===== config.mk =====
export PLATFORM = sky130hd
export DESIGN_NAME = acc_control_sequencer
export DESIGN_NICKNAME = d
export VERILOG_FILES = /design/src/rtl/acc_control_sequencer.sv
export SDC_FILE = /design/constraint.sdc
export NUM_CORES = 1
export LEC_CHECK = 0
export BUFFER_PORTS_ARGS = -buffer_cell sky130_fd_sc_hd__buf_4
export CAP_MARGIN = 20
export CORE_MARGIN = 1.5
export CORE_UTILIZATION = 45
export CTS_CLUSTER_DIAMETER = 30
export DETAILED_ROUTE_END_ITERATION = 8
export PLACE_DENSITY_LB_ADDON = 0.25
export RECOVER_POWER = 50
export SETUP_SLACK_MARGIN = 0.5
export SLEW_MARGIN = 20
export SYNTH_ARGS = -nofsm -noshare
export SYNTH_HDL_FRONTEND = slang
export SYNTH_SLANG_ARGS = --single-unit

===== constraint.sdc =====
create_clock -name clk -period 2 [get_ports clk]
set_clock_uncertainty 0.1 [all_clocks]
set_input_delay 0 -clock clk [delete_from_list [all_inputs] [get_ports clk]]
set_output_delay 0 -clock clk [all_outputs]
set_load 0.005 [all_outputs]

===== src/rtl/acc_control_sequencer.sv =====
// Instruction sequencer for the 8-bit accumulator datapath.
// Owns PC/AR/IR, runs the memory handshake and emits ALU op pulses.
module acc_control_sequencer #(
    parameter int              AW       = 8,
    parameter logic [AW-1:0]   RESET_PC = '0
) (
    input  logic          clk,
    input  logic          rst_n,
    input  logic          start,
    input  logic [7:0]    mem_rdata,
    input  logic          mem_ack,
    output logic [AW-1:0] mem_addr,
    output logic          mem_rd,
    output logic          mem_wr,
    output logic          dr_ld,
    output logic          ac_ld,
    output logic          AND,
    output logic          ADD,
    output logic          LDA,
    output logic          CMA,
    output logic          CIR,
    output logic          CIL,
    output logic [AW-1:0] pc,
    output logic [7:0]    ir,
    output logic          halted,
    output logic          ill_op
);

    typedef enum logic [3:0] {
        S_IDLE,
        S_FETCH0,
        S_DECODE,
        S_FETCH1,
        S_INDIRECT,
        S_OPERAND,
        S_EXEC_ALU,
        S_STORE,
        S_BRANCH,
        S_EXEC_REG,
        S_HALT
    } state_t;

    // op vector bit order: {CIL, CIR, CMA, LDA, ADD, AND}
    localparam logic [5:0] OP_AND = 6'b000001;
    localparam logic [5:0] OP_ADD = 6'b000010;
    localparam logic [5:0] OP_LDA = 6'b000100;
    localparam logic [5:0] OP_CMA = 6'b001000;
    localparam logic [5:0] OP_CIR = 6'b010000;
    localparam logic [5:0] OP_CIL = 6'b100000;

    state_t        state_q, state_d;
    logic [AW-1:0] pc_q, pc_d;
    logic [AW-1:0] ar_q, ar_d;
    logic [AW-1:0] addr_q, addr_d;
    logic [7:0]    ir_q, ir_d;
    logic          rd_q, rd_d;
    logic          wr_q, wr_d;
    logic          ac_ld_q, ac_ld_d;
    logic          ill_q, ill_d;
    logic          halted_q, halted_d;
    logic [5:0]    op_q, op_d;

    // Memory-reference dispatch once the effective address is in AR
    function automatic state_t dispatch(input logic [2:0] d);
        state_t s;
        case (d)
            3'd0, 3'd1, 3'd2: s = S_OPERAND;
            3'd3:             s = S_STORE;
            default:          s = S_BRANCH;
        endcase
        return s;
    endfunction

    // Next state and PC/AR/IR updates
    always_comb begin
        state_d = state_q;
        pc_d    = pc_q;
        ar_d    = ar_q;
        ir_d    = ir_q;
        unique case (state_q)
            S_IDLE: begin
                if (start) state_d = S_FETCH0;
            end
            S_FETCH0: begin
                if (mem_ack) begin
                    ir_d    = mem_rdata;
                    pc_d    = pc_q + AW'(1);
                    state_d = S_DECODE;
                end
            end
            S_DECODE: begin
                if (ir_q[6:4] == 3'd7) begin
                    state_d = S_EXEC_REG;
                end else if (ir_q[6:4] == 3'd5 || ir_q[6:4] == 3'd6) begin
                    state_d = S_FETCH0;
                end else begin
                    state_d = S_FETCH1;
                end
            end
            S_FETCH1: begin
                if (mem_ack) begin
                    ar_d    = AW'(mem_rdata);
                    pc_d    = pc_q + AW'(1);
                    state_d = ir_q[7] ? S_INDIRECT : dispatch(ir_q[6:4]);
                end
            end
            S_INDIRECT: begin
                if (mem_ack) begin
                    ar_d    = AW'(mem_rdata);
                    state_d = dispatch(ir_q[6:4]);
                end
            end
            S_OPERAND: begin
                if (mem_ack) state_d = S_EXEC_ALU;
            end
            S_EXEC_ALU: begin
                state_d = S_FETCH0;
            end
            S_STORE: begin
                if (mem_ack) state_d = S_FETCH0;
            end
            S_BRANCH: begin
                pc_d    = ar_q;
                state_d = S_FETCH0;
            end
            S_EXEC_REG: begin
                state_d = (ir_q[3:0] == 4'hF) ? S_HALT : S_FETCH0;
            end
            S_HALT: begin
                if (start) state_d = S_FETCH0;
            end
            default: begin
                state_d = S_IDLE;
            end
        endcase
    end

    // Output values for the state being entered, so they come out of flops
    always_comb begin
        rd_d     = state_d inside {S_FETCH0, S_FETCH1, S_INDIRECT, S_OPERAND};
        wr_d     = (state_d == S_STORE);
        addr_d   = addr_q;
        op_d     = '0;
        ill_d    = (state_d == S_DECODE) &&
                   (ir_d[6:4] == 3'd5 || ir_d[6:4] == 3'd6);
        halted_d = (state_d == S_HALT);
        if (state_d inside {S_FETCH0, S_FETCH1}) begin
            addr_d = pc_d;
        end else if (state_d inside {S_INDIRECT, S_OPERAND, S_STORE}) begin
            addr_d = ar_d;
        end
        if (state_d == S_EXEC_ALU) begin
            case (ir_d[6:4])
                3'd0:    op_d = OP_AND;
                3'd1:    op_d = OP_ADD;
                3'd2:    op_d = OP_LDA;
                default: op_d = '0;
            endcase
        end else if (state_d == S_EXEC_REG) begin
            case (ir_d[3:0])
                4'h1:    op_d = OP_CMA;
                4'h2:    op_d = OP_CIR;
                4'h3:    op_d = OP_CIL;
                default: op_d = '0;
            endcase
        end
        ac_ld_d = |op_d;
    end

    // Sequencer state and registered outputs
    always_ff @(posedge clk or negedge rst_n) begin
        if (!rst_n) begin
            state_q  <= S_IDLE;
            pc_q     <= RESET_PC;
            ar_q     <= '0;
            ir_q     <= '0;
            addr_q   <= '0;
            rd_q     <= 1'b0;
            wr_q     <= 1'b0;
            ac_ld_q  <= 1'b0;
            op_q     <= '0;
            ill_q    <= 1'b0;
            halted_q <= 1'b0;
        end else begin
            state_q  <= state_d;
            pc_q     <= pc_d;
            ar_q     <= ar_d;
            ir_q     <= ir_d;
            addr_q   <= addr_d;
            rd_q     <= rd_d;
            wr_q     <= wr_d;
            ac_ld_q  <= ac_ld_d;
            op_q     <= op_d;
            ill_q    <= ill_d;
            halted_q <= halted_d;
        end
    end

    // DR captures read data on the same edge the operand read completes
    assign dr_ld    = (state_q == S_OPERAND) && mem_ack;
    assign mem_addr = addr_q;
    assign mem_rd   = rd_q;
    assign mem_wr   = wr_q;
    assign ac_ld    = ac_ld_q;
    assign AND      = op_q[0];
    assign ADD      = op_q[1];
    assign LDA      = op_q[2];
    assign CMA      = op_q[3];
    assign CIR      = op_q[4];
    assign CIL      = op_q[5];
    assign pc       = pc_q;
    assign ir       = ir_q;
    assign halted   = halted_q;
    assign ill_op   = ill_q;

endmodule


==> results of run 1 <==
[per-stage QoR]
step	cells	power, W	TNS [ps]	utilization (%)	setup WS [ps]
final	434	0.00650	-2480	75.7	-250
after global routing	434	0.00684	-3950	75.7	-324
after CTS	423	0.00591	-1040	72.2	-133
after detailed placement	382	0.00422	-3030	58.4	-377
after global placement	382	0.00415	-2020	58.4	-250
after floorplan	241	0.00318	0	-	72.1
[state kept, by name (all words and copies together), names as in the netlist, 4 cells and up]
name,count
pc,8
ir,8
ar_q,8
state_q,4
op_q,6
mem_addr,8
[cell usage after synthesis, types with 2 or more instances]
master	n
nand2_1	15
or2_1	8
and3_1	3
nand3b_1	2
o32ai_1	8
nor2_1	12
buf_2	3
nor3_1	4
nor4bb_1	2
inv_1	16
a211o_1	2
mux2i_1	12
o21ai_0	10
a21oi_1	6
buf_4	5
nor3b_1	3
nor3_4	2
buf_6	6
and2b_2	2
dfrtp_1	47
a22oi_1	3
nand2b_2	2
mux2_2	12
nand3_1	3
o21ai_1	2
and2_1	3
a221oi_1	3
nand2b_1	4
nand4_1	3
[worst paths after layout]
kind,to,depth (start not counted)
setup / recovery,mem_addr[3],10
hold / removal,pc[0],4
setup reg to reg,mem_addr[3],10
hold reg to reg,pc[7],2
max in group asynchronous,state_q[0],2
min in group asynchronous,pc[6],2
[power by group through the flow]
stage                     logic, W  clock network (W)  registers, W
after floorplan            0.00164                  0       0.00154
after global placement     0.00257                  0       0.00159
after detailed placement   0.00263                  0       0.00159
after CTS                  0.00354           0.000740       0.00163
after global routing       0.00437           0.000779       0.00169
final                      0.00411           0.000734       0.00166
[what timing repair did]
item | CTS | global route
hold endpoints to repair | 67 | 0
resized for setup | 82 | 22
hold buffers | 9 | 0
cloned | 3 | 3
pin swaps | 28 | 19
setup buffers | 21 | 8
setup endpoints to repair | 45 | 48
[worst reg2reg max path: stages (launching register included)]
cell	delay (ps)
dfrtp_2	470
buf_6	160
and4bb_2	240
a22oi_2	200
o211ai_1	130
buf_4	170
buf_6	110
o21ba_4	200
buf_6	140
o32ai_2	90
mux2i_1	110
[layout make-up]
class / instances / area (sq um) / area share (%)
well taps: 72 / 90.1 / 2.15
multi-input cells: 165 / 1660 / 39.6
repair buffers: 125 / 1080 / 25.8
clock buffers: 6 / 82.6 / 1.97
flip-flops and latches: 47 / 1180 / 28.1
inverters: 17 / 63.8 / 1.52
clock inverters: 2 / 35.0 / 0.835
[per-layer routing]
metal	vias up	GRT usage [%]	routed length, um
li1	1117	-	-
met5	-	0	0
met1	1232	33.4	3340
met4	0	13.7	315
met2	89	43.9	4180
met3	33	5.63	409
[kinds of logic (layout without fill, tap and decap cells)]
| kind of cell | Yosys count | count (layout) | share of synthesized area, % |
|---|---|---|---|
| simple gates | 85 | 86 | 21.8 |
| compound gates | 52 | 53 | 15.2 |
| flops | 47 | 47 | 45.3 |
| buf+inv | 31 | 150 | 7.08 |
| mux | 24 | 24 | 9.83 |
| fa+ha+maj | 1 | 1 | 0.482 |
| xor+xnor | 1 | 1 | 0.337 |
==> out/qor.yml, run 1 <==
power_and_ir_drop:
  sw_frac_of_total_pct: 38.5
  power.internal_w: 0.00400
  power-per-cell-area_nw_per_um2: 1550
  ir_drop_mv: 0.984
  power_frac_comb_pct: 63.2
  clkPwrFrac_pct: 11.3
  p_leak_nw: 1.96
  switchingPower_w: 0.00250
  p_seq_share_pct: 25.6
floorplan:
  start_util_pct: 46.9
  num_rows: 27
  die_x_um: 79.0
  io_pins: 48
  die_area_sq_um: 6230
  fp.dieH_um: 79.0
  coreArea_sq_um: 5540
timing:
  worst_slack_ps: -250
  max-slew-margin-rel_pct: 23.3
  fin_crit_sh_pct: 113
  post-route-min-period_ps: 2250
  whs_ps: 114
  setup_violations: 13
  max_clock_freq_mhz: 444
  grt_setup_unrepaired: "yes"
  worst_pin_slew_ps: 1150
  hold_viol: 0
  slew_viol_final: 0
logic_synthesis:
  ys_seq_area_share_pct: 45.3
  synthFlopType: "dfrtp_1"
  synth_warnings: 0
  synth_top_area_share_pct: 45.3
  ys_ff_latch: 47
  synthCells: 241
  synth_edf_count: 0
  syn-num-nets: 254
  synth_area_leaders: "dfrtp_1, mux2_2, mux2i_1, o32ai_1, buf_6"
  synth_area_sq_um: 2600
  yosysUniqueCellTypes: 67
  async_flop_share_pct: 100
  syn_avg_cell_area_sq_um: 10.8
  synth_top_cell_by_area: "dfrtp_1"
finish:
  antenna_cells: 0
  design_area_sq_um: 4200
  fillers: 338
  drive_gt1_share_pct: 58.3
  nNetsFinal: 374
  final_common_cell: "buf_4"
  final_cell_mix: "buf_4, dfrtp_1, buf_6"
  syn2layout_area_growth_pct: 61.6
global_route:
  grt_pass1_wl_um: 12600
  antenna_found_initial: 0
  track_usage_pct: 26.8
  grt_overflow: 0
  first_global_vias: 2529
  grt_start_max_net_pins: 48
critical_path:
  cp.arrival_ps: 2330
  crit_chain: "buf_6, and4bb_2, a22oi_2, o211ai_1, buf_4, buf_6, o21ba_4, buf_6, o32ai_2, mux2i_1"
  cp_num_buf_inv: 4
  cp_top_family: "compound AO/OA/AOI/OAI gates"
  r2r_start: "state_q[0]"
  critPathKind: "reg2reg"
  slowest_delay_ps: 470
  cp-end-kind: "flip-flop"
  crit_fanout: 6
  crit_path_start_kind: "flip-flop"
  rrSetupSlack_ps: -250
  crit_start: "state_q[0]"
  crit_top_cell: "buf_6"
  crit_required_ps: 2080
  critPathSlowestCell: "dfrtp_2"
routing:
  postRouteWirelength_um: 8250
  firstDrtPassIters: 4
  initialDrtViolationCount: 79
  wire_per_inst_um: 19.0
  vias: 2471
  ant_nets: 0
  avgViaCountPerCell: 5.69
  drc_errors: 0
clock_tree:
  cts_root_buffer: "clkbuf_8"
  clk_latency_ps: 300
  h-tree-depth: 2
  clkSinkCount: 47
  cts_buffer_depth: 2
  cts_tree: "built"
  cts_buffers: 5
  clk_pin_slew_ps: 90
hold_path:
  worstHoldStart: "mem_ack"
  hold_path.class: "in2reg"
placement:
  hpwl_um: 4760
  gp_congestion: 0.826
  place_area_sq_um: 3240
  place.port_buffers: 47
outcome:
  status: "finished, violations left"
  violations: "setup timing"
job:
  maxCapViolCount: 0
Note: power is estimated with default switching activity, not from simulation.
==> run 2: changes to the inputs <==
--- a/config.mk
+++ b/config.mk
@@ -11,8 +11,10 @@
 export CORE_UTILIZATION = 45
 export CTS_CLUSTER_DIAMETER = 30
 export DETAILED_ROUTE_END_ITERATION = 8
+export GPL_ROUTABILITY_DRIVEN = 0
 export PLACE_DENSITY_LB_ADDON = 0.25
 export RECOVER_POWER = 50
+export REMOVE_ABC_BUFFERS = 1
 export SETUP_SLACK_MARGIN = 0.5
 export SLEW_MARGIN = 20
 export SYNTH_ARGS = -nofsm -noshare
==> run 2 against run 1 <==
The run still ends with setup timing left. Clock power is 6.7% lower. Combinational power is 18% lower. Critical path type unchanged. Flip-flop and latch count unchanged. Worst setup slack better by 72 ps. Largest power group unchanged.
==> out/qor.yml, run 2 (synthesis results as in run 1) <==
critical_path:
  cp-end-kind: "flip-flop"
  crit_path_start_kind: "flip-flop"
  crit_top_cell: "buf_6"
  critPathKind: "reg2reg"
  slowest_delay_ps: 490  # +20 ps
  crit_fanout: 6  # unchanged
  crit_chain: "buf_6, nand2b_4, o32a_1, o211ai_1, nor3_4, buf_6, o32ai_4, mux2i_1"
  critPathSlowestCell: "dfrtp_2"
  cp.arrival_ps: 2260  # -70 ps
  crit_required_ps: 2080  # about the same
  ff2ff_path_depth: 8  # -2
job:
  maxCapViolCount: 0  # unchanged
outcome:
  violations: "setup timing"
  status: "finished, violations left"
routing:
  ant_nets: 0  # unchanged
  wire_per_inst_um: 17.2  # -9.7%
  initialDrtViolationCount: 131  # +66%
  avgViaCountPerCell: 5.56  # -2.4%
  vias: 2334  # -5.5%
  drc_errors: 0  # unchanged
  postRouteWirelength_um: 7210  # -13%
  firstDrtPassIters: 4  # unchanged
clock_tree:
  h-tree-depth: 2  # unchanged
  cts_buffers: 5  # unchanged
  cts_tree: "built"
  cts_buffer_depth: 2  # unchanged
  clk_pin_slew_ps: 90  # about the same
  clk_latency_ps: 300  # about the same
  clkSinkCount: 47  # unchanged
  cts_root_buffer: "clkbuf_8"
finish:
  nNetsFinal: 361  # -3.5%
  drive_gt1_share_pct: 50.9  # -7.4 points
  final_common_cell: "buf_4"
  antenna_cells: 0  # unchanged
  final_cell_mix: "buf_4, dfrtp_1, buf_6"
  syn2layout_area_growth_pct: 49.9
  final_core_util_pct: 70.2  # -5.5 points
floorplan:
  die_x_um: 79.0  # unchanged
  fp.dieH_um: 79.0  # unchanged
  num_rows: 27  # unchanged
  coreArea_sq_um: 5540  # unchanged
  io_pins: 48  # unchanged
  start_util_pct: 46.9  # unchanged
  die_area_sq_um: 6230  # unchanged
hold_path:
  whs_path_depth: 4  # unchanged
  hold_path.class: "in2reg"
global_route:
  grt_overflow: 0  # unchanged
  first_global_vias: 2287  # -9.6%
  track_usage_pct: 23.8  # -2.9 points
  grt_start_max_net_pins: 48  # unchanged
  grt_pass1_wl_um: 11400  # -9.7%
  antenna_found_initial: 0  # unchanged
timing:
  worst_pin_slew_ps: 1140  # -7.42 ps
  hold_viol: 0  # unchanged
  setup_violations: 12  # -1
  max-slew-margin-rel_pct: 23.8  # +0.49 points
  slew_viol_final: 0  # unchanged
  grt_setup_unrepaired: "yes"
  max_clock_freq_mhz: 459  # +3.3%
  fin_crit_sh_pct: 109  # -3.6 points
  post-route-min-period_ps: 2180  # -72.4 ps
  setup_tns_ps: -1180  # +1300 ps
  worst_slack_ps: -178  # +72.4 ps
placement:
  hpwl_um: 4780  # +0.44%
  place.port_buffers: 47  # unchanged
power_and_ir_drop:
  power-per-cell-area_nw_per_um2: 1470  # -5.1%
  p_leak_nw: 1.87  # -4.5%
  ir_drop_mv: 0.844  # -14%
[run 2: layout make-up]
| cell class | instances | area (sq um) |
|---|---|---|
| inverter | 17 | 63.8 |
| multi-input combinational | 163 | 1490 |
| clock buffer | 6 | 72.6 |
| fill | 416 | 1650 |
| timing repair buffer | 114 | 960 |
| clock inverter | 1 | 30.0 |
| sequential | 47 | 1180 |
| tap | 72 | 90.1 |
[run 2: report_power, final]
part | internal [W] | total, W | switching, W
Combinational | 0.00191 | 0.00336 | 0.00145
Clock | 0.000367 | 0.000685 | 0.000318
Sequential | 0.00129 | 0.00168 | 0.000391
Total | 0.00357 | 0.00572 | 0.00216
[run 2: through the flow]
| step | std cells | setup slack [ps] | area (sq um) | hold slack [ps] | total power (W) |
|---|---|---|---|---|---|
| final | 420 | -178 | 3890 | 114 | 0.00572 |
| after global routing | 420 | -251 | 3890 | 111 | 0.00606 |
| after CTS | 415 | -119 | 3730 | 64.3 | 0.00541 |
| after detailed placement | 390 | -177 | 3270 | -55.5 | 0.00425 |
| after global placement | 390 | -139 | 3270 | -50.5 | 0.00419 |
| after floorplan | 227 | -450 | 2480 | -396 | 0.00292 |
[run 2: critical path, delay by kind of cell, from the launching register on]
kind	cells	cell delay [ps]
compound gates	3	820
buf+inv	2	310
flops	1	490
mux	1	120
simple gates	2	230
[run 2: repair_timing]
item | CTS | global route
hold buffers | 10 | 0
setup endpoints to repair | 48 | 48
hold endpoints to repair | 68 | 0
gates resized for setup | 47 | 32
setup buffers | 8 | 5
pin swaps | 15 | 9
[run 2: final timing paths]
path                                  from           to  slack (ps)
worst max-delay path            state_q[0]  mem_addr[6]        -180
max in group asynchronous            rst_n   state_q[0]         690
worst min-delay path                 start   state_q[0]         110
worst min register to register     ar_q[5]      ar_q[5]         440
min in group asynchronous            rst_n        pc[6]         350
worst max register to register  state_q[0]  mem_addr[6]        -180
[run 2: routing by layer]
| layer | wire length (um) | GRT usage, % |
|---|---|---|
| met1 | 3170 | 31.6 |
| met3 | 334 | 4.71 |
| met4 | 101 | 7.19 |
| met2 | 3600 | 39.7 |
| met5 | 0 | 0 |
==> run 3: changes to the inputs <==
--- a/config.mk
+++ b/config.mk
@@ -11,11 +11,10 @@
 export CORE_UTILIZATION = 45
 export CTS_CLUSTER_DIAMETER = 30
 export DETAILED_ROUTE_END_ITERATION = 8
-export GPL_ROUTABILITY_DRIVEN = 0
 export PLACE_DENSITY_LB_ADDON = 0.25
 export RECOVER_POWER = 50
 export REMOVE_ABC_BUFFERS = 1
-export SETUP_SLACK_MARGIN = 0.5
+export SETUP_SLACK_MARGIN = 0.4
 export SLEW_MARGIN = 20
 export SYNTH_ARGS = -nofsm -noshare
 export SYNTH_HDL_FRONTEND = slang
==> run 3 against run 2 <==
The run still ends with setup timing left. Flip-flop and latch count stayed put. Combinational power hardly changed. Non-clock buffer count decreased by 1. Via count about the same. Clock power increased by 0.6%. Sequential share of layout area rose by 0.088 points. Count of clock-buffer cells in the layout is the same. Global-route usage unchanged. Register-to-register slack about the same. Largest power group unchanged. Highest routed layer unchanged.
==> out/qor.yml, run 3 (synthesis results as in run 1) <==
outcome:
  status: "finished, violations left"
  violations: "setup timing"
critical_path:
  crit_fanout: 6  # unchanged
  critPathSlowestCell: "dfrtp_2"
  cp-end-kind: "flip-flop"
  crit_chain: "buf_6, nand2b_4, o32a_1, o211ai_1, nor3_4, buf_6, o32ai_4, mux2i_1"
  r2r_start: "state_q[0]"
  rrSetupSlack_ps: -190  # about the same
  cp.arrival_ps: 2270  # about the same
  cp_num_buf_inv: 2  # unchanged
  crit_top_cell: "buf_6"
  cp_top_family: "compound AO/OA/AOI/OAI gates"
  crit_path_start_kind: "flip-flop"
  reg2reg_to: "mem_addr[6]"
  critPathKind: "reg2reg"
  crit_required_ps: 2080  # about the same
  ff2ff_path_depth: 8  # unchanged
  slowest_delay_ps: 490  # about the same
routing:
  routed.top_layer: "met4"
  initialDrtViolationCount: 128  # -2.3%
  dr_wl_met3_um: 378  # +13%
  vias: 2332  # -0.086%
  wl_met2_um: 3610  # +0.14%
  firstDrtPassIters: 4  # unchanged
  postRouteWirelength_um: 7210  # about the same
  ant_nets: 0  # unchanged
  drc_errors: 0  # unchanged
  avgViaCountPerCell: 5.57  # +0.15%
  wire_per_inst_um: 17.2  # +0.18%
  wl_met1_um: 3110  # -2.0%
floorplan:
  coreArea_sq_um: 5540  # unchanged
  die_area_sq_um: 6230  # unchanged
  io_pins: 48  # unchanged
  fp.dieH_um: 79.0  # unchanged
  die_x_um: 79.0  # unchanged
  num_rows: 27  # unchanged
  start_util_pct: 46.9  # unchanged
timing:
  slew_viol_final: 0  # unchanged
  fin_crit_sh_pct: 109  # +0.53 points
  worst_slack_ps: -189  # -10.6 ps
  setup_tns_ps: -1170  # +9.39 ps
  post-route-min-period_ps: 2190  # +10.6 ps
  setup_violations: 10  # -2
  max_clock_freq_mhz: 457  # -0.48%
  grt_setup_unrepaired: "yes"
  worst_pin_slew_ps: 1140  # -0.0178 ps
  hold_viol: 0  # unchanged
  max-slew-margin-rel_pct: 23.8  # about the same
power_and_ir_drop:
  power-per-cell-area_nw_per_um2: 1480  # +0.33%
  p_leak_nw: 1.87  # -0.18%
  power_w: 0.00572  # about the same
  ir_drop_mv: 0.853  # +1.0%
global_route:
  grt_start_max_net_pins: 48  # unchanged
  grt_pass1_wl_um: 11400  # unchanged
  track_usage_pct: 23.8  # unchanged
  antenna_found_initial: 0  # unchanged
  grt_overflow: 0  # unchanged
  first_global_vias: 2287  # unchanged
placement:
  place.port_buffers: 47  # unchanged
  gp_congestion: 0.866
  dp_cells: 390  # unchanged
  hpwl_um: 4780  # unchanged
  dp_slack_ps: -177  # unchanged
finish:
  drive_gt1_share_pct: 50.4  # -0.43 points
  nNetsFinal: 360  # -0.28%
  antenna_cells: 0  # unchanged
  syn2layout_area_growth_pct: 49.4
  fin_cells: 419  # -0.24%
  final_cell_mix: "buf_4, dfrtp_1, inv_1"
  final_common_cell: "buf_4"
clock_tree:
  cts_root_buffer: "clkbuf_8"
  h-tree-depth: 2  # unchanged
  cts_buffer_depth: 2  # unchanged
  clkSinkCount: 47  # unchanged
  clk_pin_slew_ps: 90  # about the same
  clk_latency_ps: 300  # about the same
  cts_tree: "built"
  cts_buffers: 5  # unchanged
hold_path:
  whs_path_depth: 4  # unchanged
  hold_path.class: "in2reg"
  worstHoldStart: "start"
  hold-path-endpoint: "state_q[0]"
job:
  maxCapViolCount: 0  # unchanged
run 3: cell count changes in the layout (fill, tap and decap cells not counted), sizes merged:
cell / change
buf: -1
run 3: repair_timing:
item | in CTS | in global routing
pin swaps | 15 | 9
cloned | 0 | 0
hold endpoints to repair | 68 | 0
endpoints found under the setup margin | 45 | 45
resized for setup | 47 | 30
hold buffers | 10 | 0
buffers inserted | 8 | 4
run 3: layout make-up:
type	instances	area (sq um)
repair buffers	113	948
clock buffers	6	72.6
inverters	17	63.8
multi-input cells	163	1490
fillers	418	1660
well taps	72	90.1
flip-flops and latches	47	1180
clock inverters	1	30.0
run 3: power by group:
group          internal [W]  switching (W)
Combinational       0.00191        0.00145
Sequential          0.00129       0.000391
Clock              0.000367       0.000322
run 3: through the flow:
stage	instance area (sq um)	hold slack, ps	util, %
after floorplan	2480	-396	-
after global placement	3270	-50.5	59.1
after detailed placement	3270	-55.5	59.1
after CTS	3730	64.3	67.3
after global routing	3880	109	70.0
final	3880	97.3	70.0
run 3: worst max-delay path by stage:
stage / cells past startpoint / slack, ps / endpoint / from
after floorplan: 5 / -450 / mem_addr[0] / state_q[0]
after global placement: 7 / -140 / mem_addr[2] / state_q[2]
after detailed placement: 6 / -180 / mem_addr[2] / state_q[1]
after CTS: 8 / -120 / mem_addr[4] / state_q[0]
after global routing: 8 / -250 / mem_addr[3] / state_q[0]
final: 8 / -190 / mem_addr[6] / state_q[0]
run 3: worst register-to-register path, cell delays in order (launching register included):
cell and delay (ps):
dfrtp_2 490, buf_6 160, nand2b_4 130, o32a_1 340, o211ai_1 220, nor3_4 100
buf_6 150, o32ai_4 260, mux2i_1 120
run 3: per-layer routing:
layer	global-route usage, %	vias up
met1	31.6	1148
met5	0	-
met3	4.71	12
met2	39.7	84
li1	-	1088
met4	7.19	0
